**src/rtl/arbitro_memoria_datos.sv**
```systemverilog
// Two-port arbiter sharing the data memory between the CPU load/store path (port 0)
// and the debug/loader port (port 1), with locked bursts and a registered read return.
module arbitro_memoria_datos #(
   parameter int ADDR_W    = 5,
   parameter int DATA_W    = 32,
   parameter int MAX_BURST = 8,
   parameter int CPU_PRIO  = 0
) (
   input  logic              clk,
   input  logic              rst,
   input  logic              req0,
   input  logic              req1,
   input  logic              we0,
   input  logic              we1,
   input  logic              byte0,
   input  logic              byte1,
   input  logic              lock0,
   input  logic              lock1,
   input  logic [ADDR_W-1:0] addr0,
   input  logic [ADDR_W-1:0] addr1,
   input  logic [DATA_W-1:0] wdata0,
   input  logic [DATA_W-1:0] wdata1,
   output logic              gnt0,
   output logic              gnt1,
   output logic              rvalid0,
   output logic              rvalid1,
   output logic [DATA_W-1:0] rdata,
   output logic              cpu_stall,
   output logic              mem_we,
   output logic              mem_byte,
   output logic [ADDR_W-1:0] mem_addr,
   output logic [DATA_W-1:0] mem_wdata,
   input  logic [DATA_W-1:0] mem_rdata
);

   localparam int CNT_W = (MAX_BURST > 1) ? $clog2(MAX_BURST) : 1;
   localparam logic [CNT_W-1:0] BURST_LAST = CNT_W'(MAX_BURST - 1);

   typedef enum logic [1:0] {
      IDLE = 2'd0,
      OWN0 = 2'd1,
      OWN1 = 2'd2
   } state_t;

   state_t            state_r;
   logic              gnt0_r;
   logic              gnt1_r;
   logic              rvalid0_r;
   logic              rvalid1_r;
   logic [DATA_W-1:0] rdata_r;
   logic [CNT_W-1:0]  burst_r;
   logic              last_r;

   logic              acc0_s;
   logic              acc1_s;
   logic              lock0_ok_s;
   logic              lock1_ok_s;
   logic [CNT_W-1:0]  burst_sat_s;

   function automatic logic [CNT_W-1:0] sat_inc(input logic [CNT_W-1:0] cnt);
      if (cnt == BURST_LAST) begin
         return cnt;
      end else begin
         return cnt + CNT_W'(1);
      end
   endfunction

   // A synchronous reset cycle must never issue an access, so rst gates both strobes.
   assign acc0_s      = rst & gnt0_r & req0;
   assign acc1_s      = rst & gnt1_r & req1;
   assign lock0_ok_s  = lock0 & (burst_r < BURST_LAST);
   assign lock1_ok_s  = lock1 & (burst_r < BURST_LAST);
   assign burst_sat_s = sat_inc(burst_r);

   // Ownership FSM with registered grants, burst counter and read return.
   always_ff @(posedge clk) begin
      if (!rst) begin
         state_r   <= IDLE;
         gnt0_r    <= 1'b0;
         gnt1_r    <= 1'b0;
         rvalid0_r <= 1'b0;
         rvalid1_r <= 1'b0;
         rdata_r   <= {DATA_W{1'b0}};
         burst_r   <= {CNT_W{1'b0}};
         last_r    <= 1'b1;
      end else begin
         rvalid0_r <= acc0_s & ~we0;
         rvalid1_r <= acc1_s & ~we1;
         if ((acc0_s & ~we0) | (acc1_s & ~we1)) begin
            rdata_r <= mem_rdata;
         end
         case (state_r)
            IDLE: begin
               burst_r <= {CNT_W{1'b0}};
               // last_r=1 means port 1 was served last, so port 0 takes a tie.
               if (req0 & (~req1 | (CPU_PRIO != 0) | last_r)) begin
                  state_r <= OWN0;
                  gnt0_r  <= 1'b1;
                  gnt1_r  <= 1'b0;
                  last_r  <= 1'b0;
               end else if (req1) begin
                  state_r <= OWN1;
                  gnt0_r  <= 1'b0;
                  gnt1_r  <= 1'b1;
                  last_r  <= 1'b1;
               end else begin
                  state_r <= IDLE;
                  gnt0_r  <= 1'b0;
                  gnt1_r  <= 1'b0;
               end
            end
            OWN0: begin
               if (req0 & (~req1 | lock0_ok_s)) begin
                  burst_r <= burst_sat_s;
               end else if (req1) begin
                  state_r <= OWN1;
                  gnt0_r  <= 1'b0;
                  gnt1_r  <= 1'b1;
                  last_r  <= 1'b1;
                  burst_r <= {CNT_W{1'b0}};
               end else begin
                  state_r <= IDLE;
                  gnt0_r  <= 1'b0;
                  gnt1_r  <= 1'b0;
                  burst_r <= {CNT_W{1'b0}};
               end
            end
            OWN1: begin
               if (req1 & (~req0 | lock1_ok_s)) begin
                  burst_r <= burst_sat_s;
               end else if (req0) begin
                  state_r <= OWN0;
                  gnt0_r  <= 1'b1;
                  gnt1_r  <= 1'b0;
                  last_r  <= 1'b0;
                  burst_r <= {CNT_W{1'b0}};
               end else begin
                  state_r <= IDLE;
                  gnt0_r  <= 1'b0;
                  gnt1_r  <= 1'b0;
                  burst_r <= {CNT_W{1'b0}};
               end
            end
            default: begin
               state_r <= IDLE;
               gnt0_r  <= 1'b0;
               gnt1_r  <= 1'b0;
               burst_r <= {CNT_W{1'b0}};
            end
         endcase
      end
   end

   // Memory-side mux: the owner's request reaches the memory, idle drives zeros.
   always_comb begin
      mem_we    = 1'b0;
      mem_byte  = 1'b0;
      mem_addr  = {ADDR_W{1'b0}};
      mem_wdata = {DATA_W{1'b0}};
      case (state_r)
         OWN0: begin
            mem_we    = acc0_s & we0;
            mem_byte  = byte0;
            mem_addr  = addr0;
            mem_wdata = wdata0;
         end
         OWN1: begin
            mem_we    = acc1_s & we1;
            mem_byte  = byte1;
            mem_addr  = addr1;
            mem_wdata = wdata1;
         end
         default: begin
            mem_we    = 1'b0;
            mem_byte  = 1'b0;
            mem_addr  = {ADDR_W{1'b0}};
            mem_wdata = {DATA_W{1'b0}};
         end
      endcase
   end

   assign gnt0      = gnt0_r;
   assign gnt1      = gnt1_r;
   assign rvalid0   = rvalid0_r;
   assign rvalid1   = rvalid1_r;
   assign rdata     = rdata_r;
   assign cpu_stall = req0 & ~gnt0_r;

endmodule

```
**config.mk**
```make
export PLATFORM = sky130hd
export DESIGN_NAME = arbitro_memoria_datos
export DESIGN_NICKNAME = d
export VERILOG_FILES = /design/src/rtl/arbitro_memoria_datos.sv
export SDC_FILE = /design/constraint.sdc
export NUM_CORES = 1
export LEC_CHECK = 0
export ABC_CLOCK_PERIOD_IN_PS = 3800
export BUFFER_PORTS_ARGS = -buffer_cell sky130_fd_sc_hd__buf_2
export CAP_MARGIN = 20
export CORE_MARGIN = 2
export CORE_UTILIZATION = 40
export DETAILED_ROUTE_END_ITERATION = 6
export PLACE_DENSITY = 0.85
export SYNTH_ARGS = -nofsm -noshare
export SYNTH_HDL_FRONTEND = slang
export SYNTH_SLANG_ARGS = --single-unit
```
**constraint.sdc**
```tcl
create_clock -name clk -period 3.8 [get_ports clk]
set_input_delay 0.19 -clock clk [delete_from_list [all_inputs] [get_ports clk]]
set_output_delay 0.19 -clock clk [all_outputs]
set_load 0.05 [all_outputs]
```
==> impl_metrics.json <==
{
  "outcome": "completed",
  "timing.hold.worst.class": "in2reg",
  "post_synth_num_cell_types": 28,
  "pins_over_their_slew_limit": 0,
  "regToRegSetupSlack_ns": 1.83,
  "tightest_slew_ns": 0.9425,
  "maxCapViolations": 0,
  "worst-path-max-fanout": 26,
  "postCtsHoldBufs": 0,
  "timing.critical_path.arrival_ns": 2.60,
  "worst_slew_margin_rel": 0.3717,
  "critPathMaxStageDelay_ns": 0.77,
  "cts.htree.levels": 2,
  "grt_max_degree": 40,
  "row_count": 26,
  "final_nets": 522,
  "setup_viol": 0,
  "later_pin_clock_latency_in_the_skew_report_ns": 0.29,
  "dr.first_iter.drc_count": 51,
  "detailed_placement_hpwl_mm": 5.729,
  "power.density_cell_area_nw_per_um2": 374.3,
  "r2r_end": "rdata[1]",
  "synth_fp_nets": 335,
  "drive_above_1_share": 0.5199,
  "period_needed_ns": 2.790,
  "post_dp_cell_area_um2": 3057,
  "synth.largest_area_cell": "sky130_fd_sc_hd__dfxtp_1",
  "cts_buffers": 5,
  "routabilityCongestion": 0.9117,
  "worst_ir_drop_vdd_uv": 428.0,
  "crit-reg2reg-launch": "gnt0",
  "synth.yosys.warnings": 0,
  "crit_slowest_cell": "sky130_fd_sc_hd__and2_1",
  "dieWidth_um": 75.54,
  "firstDrtPassIters": 4,
  "yosysTopAreaCellShare": 0.4108,
  "path_class": "reg2out",
  "cts_tree": "done",
  "routed_via_density": 5.095,
  "critical_path.startpoint_type": "flip-flop",
  "cts_resized": 0,
  "static-leakage-power_nw": 1.666,
  "clkSinkCount": 42,
  "synth-main-ff-cell": "sky130_fd_sc_hd__dfxtp_1",
  "final-hold-violation-count": 0,
  "die_height_um": 75.54,
  "most-common-layout-cells": "sky130_fd_sc_hd__buf_2 (191), sky130_fd_sc_hd__dfxtp_1 (42), sky130_fd_sc_hd__a22o_1 (38), sky130_fd_sc_hd__nor2_1 (38), sky130_fd_sc_hd__mux2i_1 (33)",
  "clk_pin_slew_worst_paths_ns": 0.08,
  "totalNegativeSetupSlack_ns": 0,
  "whs_path_depth": 2,
  "post_detailed_route_count_of_antenna_violating_nets": 0,
  "syn-instance-count": 214,
  "synth-compound-area-share": 0.2274,
  "synthSimpleGateAreaFrac": 0.1235,
  "combinational_family_with_the_most_area_after_synthesis": "compound AO/OA/AOI/OAI gates",
  "path_cells": "inv_1, ha_1, and2_1, buf_4, a22o_1, buf_2",
  "port_buffers": 191,
  "muxShareOfSynthArea": 0.1614,
  "netlist_area_um2": 2047,
  "timing.critical_path.required_ns": 3.61,
  "reg2regPathDepth": 5,
  "die-area_um2": 5706,
  "detailroute.via_count": 2410,
  "layout_worst_path_cycle_share": 0.7341,
  "drc": 0,
  "globalRoute.totalOverflow": 0,
  "proportion_of_synthesized_flip_flops_having_asynchronous_set_or_reset": 0,
  "worst_setup_path_end_kind": "primary output",
  "grtUsageTotal": 0.2317,
  "min-delay-start": "we1",
  "cts_root_buf": "sky130_fd_sc_hd__clkbuf_8",
  "postSynthAreaPerCell_um2": 9.565,
  "placeableCoreArea_um2": 5010,
  "grt_antenna_before_repair": 0,
  "post-cts-setup-buffers": 0,
  "max_freq_ghz": 0.3585,
  "layout_commonest_cell": "sky130_fd_sc_hd__buf_2",
  "syn2layout_area_growth_pct": 54.95,
  "ys_seq_area_frac": 0.4108,
  "wl_per_cell_um": 15.03,
  "cpLargestDelayFamily": "simple AND/OR/NAND/NOR gates",
  "synth-adder-area-share": 0.03056,
  "yosys.area_share.xor_xnor": 0.004279,
  "postRouteWirelength_mm": 7.111,
  "synth_enable_flop_cells": 0,
  "num_io_pins": 192,
  "first_pass_grt_wire_length_mm": 9.908,
  "clock-skew-final_ns": 0.005480,
  "path_buf_inv": 3,
  "holdPathEnd": "rvalid1",
  "rsz_0062_raised_after_global_routing": "no",
  "initial_core_util": 0.4086,
  "synth_area_leaders": "sky130_fd_sc_hd__dfxtp_1 (41%), sky130_fd_sc_hd__a22o_1 (16%), sky130_fd_sc_hd__mux2i_1 (16%), sky130_fd_sc_hd__nor2_1 (7.0%), sky130_fd_sc_hd__ha_1 (3.1%)",
  "clock_path_buffers": 2,
  "final_area_um2": 3172,
  "ys_seq_elements": 42,
  "number_of_global_route_vias_before_repair": 2160
}
[flip-flops by register name, indices dropped and copies added (netlist names)]
| register | flops |
|---|---|
| rdata | 32 |
| burst_r | 3 |
| state_r | 2 |
| gnt0 | 1 |
| gnt1 | 1 |
| last_r | 1 |
| rvalid0 | 1 |
| rvalid1 | 1 |
[cell type report]
class / instances / area, um^2
multi-input combinational: 152 / 1127
fill: 456 / 1838
timing repair buffer: 194 / 978.4
sequential: 42 / 840.8
clock buffer: 5 / 68.82
inverter: 6 / 22.52
clock inverter: 3 / 43.79
tap: 70 / 87.58
antenna: 1 / 2.502
[stage by stage]
step	cells	setup WS (ns)	power, mW	hold WS [ns]	util
final	473	1.010	1.187	0.1022	0.6331
after global placement	464	1.438	0.8308	0.4186	0.6101
after floorplan	214	1.689	0.7196	0.2624	-
after detailed placement	464	1.313	0.8373	0.4193	0.6101
after global routing	472	0.8157	1.243	0.08984	0.6326
after CTS	472	0.9790	1.198	0.09464	0.6326
[worst register-to-register path, delay by kind of cell (launching register included)]
kind                   cells  cell delay, ns
AND/OR/NAND/NOR            2            0.25
AO/OA/AOI/OAI              1            0.51
flip-flops                 1            0.39
multiplexers               1            0.25
buffers and inverters      1            0.43
[where the power goes]
| part | internal [mW] | switching, mW |
|---|---|---|
| sequential | 0.457 | 0.0122 |
| clock | 0.197 | 0.162 |
| combinational | 0.124 | 0.235 |
| total | 0.777 | 0.410 |
[worst max-delay path by stage]
stage,startpoint,endpoint,slack [ns],cells past startpoint
2_1_floorplan,state_r[0],mem_addr[0],1.69,6
3_3_place_gp,state_r[0],mem_wdata[16],1.44,6
3_5_place_dp,state_r[0],mem_wdata[16],1.31,6
4_1_cts,state_r[0],mem_wdata[16],0.98,6
5_1_grt,state_r[0],mem_wdata[18],0.82,6
6_report,state_r[0],mem_wdata[16],1.01,6
[cells by family after synthesis]
group                    after synthesis
AO/OA/AOI/OAI                         56
XOR/XNOR                               1
adder cells (fa/ha/maj)                5
buffers and inverters                 20
flip-flops                            42
multiplexers                          33
AND/OR/NAND/NOR                       57
[per-layer routing]
| metal | GRT usage | vias up | share of wire |
|---|---|---|---|
| met5 | 0 | - | 0 |
| met4 | 0.09162 | 0 | 0.013 |
| met3 | 0.06746 | 11 | 0.088 |
| met2 | 0.3923 | 121 | 0.50 |
| met1 | 0.2769 | 1116 | 0.40 |
| li1 | - | 1162 | - |
[cells in the mapped netlist (3+ instances only)]
cell type,n
sky130_fd_sc_hd__inv_1,4
sky130_fd_sc_hd__nor3_1,3
sky130_fd_sc_hd__ha_1,5
sky130_fd_sc_hd__a22o_1,38
sky130_fd_sc_hd__nand2_1,5
sky130_fd_sc_hd__buf_4,3
sky130_fd_sc_hd__and2_1,3
sky130_fd_sc_hd__clkbuf_1,9
sky130_fd_sc_hd__dfxtp_1,42
sky130_fd_sc_hd__a21oi_1,7
sky130_fd_sc_hd__mux2i_1,33
sky130_fd_sc_hd__nor2_1,38
Power figures use the tool's default switching activity.
